[src/rtl/tbird_pkg.sv]
// Shared types for the tail-light controller: sequence states and the lamp
// pattern that each state shows.
package tbird_pkg;

  typedef enum logic [3:0] {
    IDLE = 4'd0,
    L1   = 4'd1,
    L2   = 4'd2,
    L3   = 4'd3,
    L4   = 4'd4,
    R1   = 4'd5,
    R2   = 4'd6,
    R3   = 4'd7,
    R4   = 4'd8,
    HAZ  = 4'd9
  } state_t;

  // Left group lives in [7:4] and grows upward; right group in [3:0] grows downward.
  localparam logic [7:0] LAMP_IDLE = 8'h00;
  localparam logic [7:0] LAMP_L1   = 8'h10;
  localparam logic [7:0] LAMP_L2   = 8'h30;
  localparam logic [7:0] LAMP_L3   = 8'h70;
  localparam logic [7:0] LAMP_L4   = 8'hF0;
  localparam logic [7:0] LAMP_R1   = 8'h08;
  localparam logic [7:0] LAMP_R2   = 8'h0C;
  localparam logic [7:0] LAMP_R3   = 8'h0E;
  localparam logic [7:0] LAMP_R4   = 8'h0F;
  localparam logic [7:0] LAMP_HAZ  = 8'hFF;

  function automatic logic [7:0] lamps(input state_t s);
    logic [7:0] pattern;
    pattern = LAMP_IDLE;
    case (s)
      L1:      pattern = LAMP_L1;
      L2:      pattern = LAMP_L2;
      L3:      pattern = LAMP_L3;
      L4:      pattern = LAMP_L4;
      R1:      pattern = LAMP_R1;
      R2:      pattern = LAMP_R2;
      R3:      pattern = LAMP_R3;
      R4:      pattern = LAMP_R4;
      HAZ:     pattern = LAMP_HAZ;
      default: pattern = LAMP_IDLE;
    endcase
    return pattern;
  endfunction

endpackage

[src/rtl/tbird_tick_div.sv]
// Step-rate divider: tick is high on the cycle where the counter wraps, so the
// sequencer advances once every TICK_DIV clocks.
module tbird_tick_div #(
  parameter int TICK_DIV = 1
) (
  input  logic CLK,
  input  logic RST,
  output logic tick
);

  localparam int CW = (TICK_DIV > 1) ? $clog2(TICK_DIV) : 1;
  localparam logic [CW-1:0] LAST = CW'(TICK_DIV - 1);

  logic [CW-1:0] count;

  assign tick = (count == LAST);

  always_ff @(posedge CLK) begin
    if (RST) begin
      count <= '0;
    end else if (tick) begin
      count <= '0;
    end else begin
      count <= count + 1'b1;
    end
  end

endmodule

[src/rtl/tbird.sv]
// Thunderbird tail-light sequencer: turn sequences run outward from the centre,
// hazard flashes all lamps and preempts any turn in progress.
module tbird
  import tbird_pkg::*;
#(
  parameter int TICK_DIV = 1
) (
  input  logic       CLK,
  input  logic       RST,
  input  logic       SW0,
  input  logic       SW1,
  input  logic       SW2,
  output logic [7:0] TLIGHT
);

  state_t state;
  state_t next;
  logic   tick;
  logic   haz;
  logic   left;
  logic   right;

  tbird_tick_div #(
    .TICK_DIV(TICK_DIV)
  ) u_tick_div (
    .CLK (CLK),
    .RST (RST),
    .tick(tick)
  );

  // Both turn switches together mean the driver wants hazards, not a turn.
  assign haz   = SW0 | (SW1 & SW2);
  assign left  = SW1 & ~SW2 & ~SW0;
  assign right = SW2 & ~SW1 & ~SW0;

  always_comb begin
    next = state;
    case (state)
      IDLE: if (tick) next = haz ? HAZ : left ? L1 : right ? R1 : IDLE;
      L1:   if (tick) next = haz ? HAZ : L2;
      L2:   if (tick) next = haz ? HAZ : L3;
      L3:   if (tick) next = haz ? HAZ : L4;
      L4:   if (tick) next = haz ? HAZ : IDLE;
      R1:   if (tick) next = haz ? HAZ : R2;
      R2:   if (tick) next = haz ? HAZ : R3;
      R3:   if (tick) next = haz ? HAZ : R4;
      R4:   if (tick) next = haz ? HAZ : IDLE;
      HAZ:  if (tick) next = IDLE;
      default: next = IDLE;
    endcase
  end

  // Lamps are registered from the next state so they switch on the same edge.
  always_ff @(posedge CLK) begin
    if (RST) begin
      state  <= IDLE;
      TLIGHT <= LAMP_IDLE;
    end else begin
      state  <= next;
      TLIGHT <= lamps(next);
    end
  end

endmodule

[config.mk]
export PLATFORM = sky130hd
export DESIGN_NAME = tbird
export DESIGN_NICKNAME = d
export VERILOG_FILES = /design/src/rtl/tbird_pkg.sv /design/src/rtl/tbird_tick_div.sv /design/src/rtl/tbird.sv
export SDC_FILE = /design/constraint.sdc
export NUM_CORES = 1
export LEC_CHECK = 0
export ABC_AREA = 1
export CORE_AREA = 2 2 51 53
export CTS_CLUSTER_SIZE = 25
export DETAILED_ROUTE_END_ITERATION = 12
export DIE_AREA = 0 0 53 55
export DONT_BUFFER_PORTS = 1
export PLACE_DENSITY_LB_ADDON = 0.25
export SYNTH_ARGS = -nofsm -noshare
export SYNTH_HDL_FRONTEND = slang
export SYNTH_SLANG_ARGS = --single-unit
[constraint.sdc]
create_clock -name CLK -period 2.55 [get_ports CLK]
set_input_delay 0.6375 -clock CLK [delete_from_list [all_inputs] [get_ports CLK]]
set_output_delay 0.6375 -clock CLK [all_outputs]
set_load 0.02 [all_outputs]
==> results.json <==
{
  "setup_viol": 0,
  "tns_ns": 0,
  "cts_hold_buf": 0,
  "slew_violations": 0,
  "r2r-end": "TLIGHT[4]",
  "startpoint_type": "flop",
  "rrSetupSlack_ns": 1.10,
  "cts.path.max_buffers": 2,
  "yosysTopAreaCell": "dfxtp_1",
  "clk_latency_ns": 0.28,
  "die-area_um2": 2920,
  "syn-num-nets": 117,
  "io_buffer_count": 0,
  "postPlaceCellArea_um2": 721,
  "grt_pass1_vias": 605,
  "finClkSkew_ns": 0.00378,
  "routedWlPerCell_um": 9.14,
  "cts_setup_buffers": 0,
  "drcViolationCount": 0,
  "grt_util_met1": 0.144,
  "post-place-ws_ns": 0.920,
  "cts_resized": 0,
  "coreArea_um2": 2360,
  "syn_area_um2": 687,
  "h-tree-depth": 1,
  "layout-drive-gt1-share": 0.130,
  "cts_sinks": 13,
  "p_leak_nw": 0.398,
  "diodes": 0,
  "die_w_um": 53,
  "yosysMostFrequentCell": "nand2_1",
  "path_class": "reg2reg",
  "dr.pass1.iters": 4,
  "use_met2": 0.183,
  "final-instance-count-excl-fill": 145,
  "cap_violations": 0,
  "critPathMaxFanout": 6,
  "r2r_cells": 11,
  "ir_drop_v": 0.000329,
  "ys_seq_elements": 13,
  "endpoint": "TLIGHT[4]",
  "worstPathRequired_ns": 2.72,
  "dp_cells": 141,
  "path_clk_slew_ns": 0.08,
  "area_growth_pct": 8.93,
  "grt_overflow": 0,
  "grt_start_max_net_pins": 9,
  "gp_congestion": 0.878,
  "wirelength_um": 1330,
  "ios": 13,
  "seq_area_frac_synth": 0.379,
  "arrival_ns": 1.61,
  "vias_per_cell": 4.32,
  "grtUsageTotal": 0.111,
  "timing.rr.start": "state[0]",
  "tritoncts": "done",
  "final_area_um2": 748,
  "yosysUniqueCellTypes": 18,
  "ys_warn_count": 0,
  "hold_viol_final": 0,
  "power.total_w": 0.000469,
  "hp-class": "in2reg",
  "ant_nets": 0,
  "syn_inst": 112,
  "rows": 18,
  "yosys-top-cells-area": "dfxtp_1 (38%), nand2_1 (20%), inv_1 (8.7%)",
  "die_h_um": 55,
  "ys.flop_type": "dfxtp_1",
  "gr-usage-met3": 0.0484,
  "powerDensity_nw_per_um2": 627,
  "timing.final.crit_share": 0.568,
  "synth_top_cell_area_share": 0.379,
  "drtIter0Drc": 12,
  "syn_avg_cell_area_um2": 6.13,
  "fmax_mhz": 690,
  "synth_edf_count": 0,
  "outcome": "complete, no violations",
  "grt-busiest-layer": "met2",
  "setup_slack_ns": 1.10,
  "start_util": 0.290,
  "endpoint_kind": "flop",
  "crit_path_start": "state[0]",
  "finalCriticalPeriod_ns": 1.45,
  "grt_first_pass_wirelength_um": 2420,
  "synth-async-reset-ratio": 0,
  "hpwl_um": 1040,
  "detailroute.via_count": 627,
  "rsz0062_at_grt": "false",
  "synth_common_cells": "nand2_1 (36), inv_1 (16), dfxtp_1 (13)",
  "cts_made_buffers": 3,
  "finalNetCount": 121,
  "root_buffer": "clkbuf_4",
  "antenna_found_initial": 0
}
-- layer usage --
metal,wire (µm),share of wire
met5,0,0
met4,0,0
met3,57,0.043
met2,616,0.46
met1,651,0.49
-- worst min-delay path by stage --
stage	slack, ns	endpoint	startpoint	cells past startpoint
after floorplan	0.63	state[1]	state[1]	4
after global placement	0.69	state[1]	state[1]	4
after detailed placement	0.68	state[1]	state[1]	4
after CTS	0.40	TLIGHT[3]	RST	1
after global routing	0.40	TLIGHT[3]	RST	1
final	0.42	TLIGHT[3]	RST	1
-- power breakdown --
| group | leakage [nW] | total (W) | switching [W] | internal (W) |
|---|---|---|---|---|
| clock network | 0.0177 | 0.000127 | 0.0000690 | 0.0000581 |
| registers | 0.107 | 0.000256 | 0.0000324 | 0.000223 |
| logic | 0.273 | 0.0000864 | 0.0000560 | 0.0000304 |
-- cells by family (layout without fill, tap and decap cells) --
kind of cell	after synthesis	count (layout)	share of synthesized area
AOI/OAI and AO/OA	12	12	0.0965
buffers and inverters	21	24	0.115
DFF	13	13	0.379
other	1	1	0.00546
and+or+nand+nor	65	65	0.404
-- critical path: stages, from the launching register on --
cell	delay, ns
dfxtp_1	0.45
nand2_1	0.09
inv_2	0.09
nand3_1	0.09
nand2_1	0.12
nand2_1	0.06
nand2_1	0.07
nand2_2	0.07
nand2_2	0.11
inv_2	0.05
o21ai_0	0.07
a21oi_1	0.08
-- state kept, by name (all words and copies together) (netlist names) --
register          count
TLIGHT                8
u_tick_div.count      1
state                 4
-- metrics by stage --
| stage | util | hold slack, ns |
|---|---|---|
| finish | 0.316 | 0.416 |
| floorplan | - | 0.632 |
| global route | 0.316 | 0.397 |
| detailed placement | 0.305 | 0.678 |
| global placement | 0.305 | 0.686 |
| CTS | 0.316 | 0.405 |
-- final cells by class --
class	count	area, µm²
fillers	276	1620
multi-input cells	78	348
flip-flops and latches	13	260
inverters	20	75.1
well taps	30	37.5
clock buffers	3	22.5
clock inverters	1	5.00
-- placed cells by master (no fill, tap or decap) --
cell,count
nor3_1,1
a21oi_2,1
a21oi_1,3
o21ai_0,4
nand2_2,3
or2_1,1
nor2_2,2
nor2_1,12
conb_1,1
o21ai_1,3
nand2_1,36
clkinv_2,1
o31ai_1,1
dfxtp_1,13
nand3_1,9
nand3_2,1
inv_1,16
inv_2,4
clkbuf_4,3
Note: power is estimated with default switching activity, not from simulation.
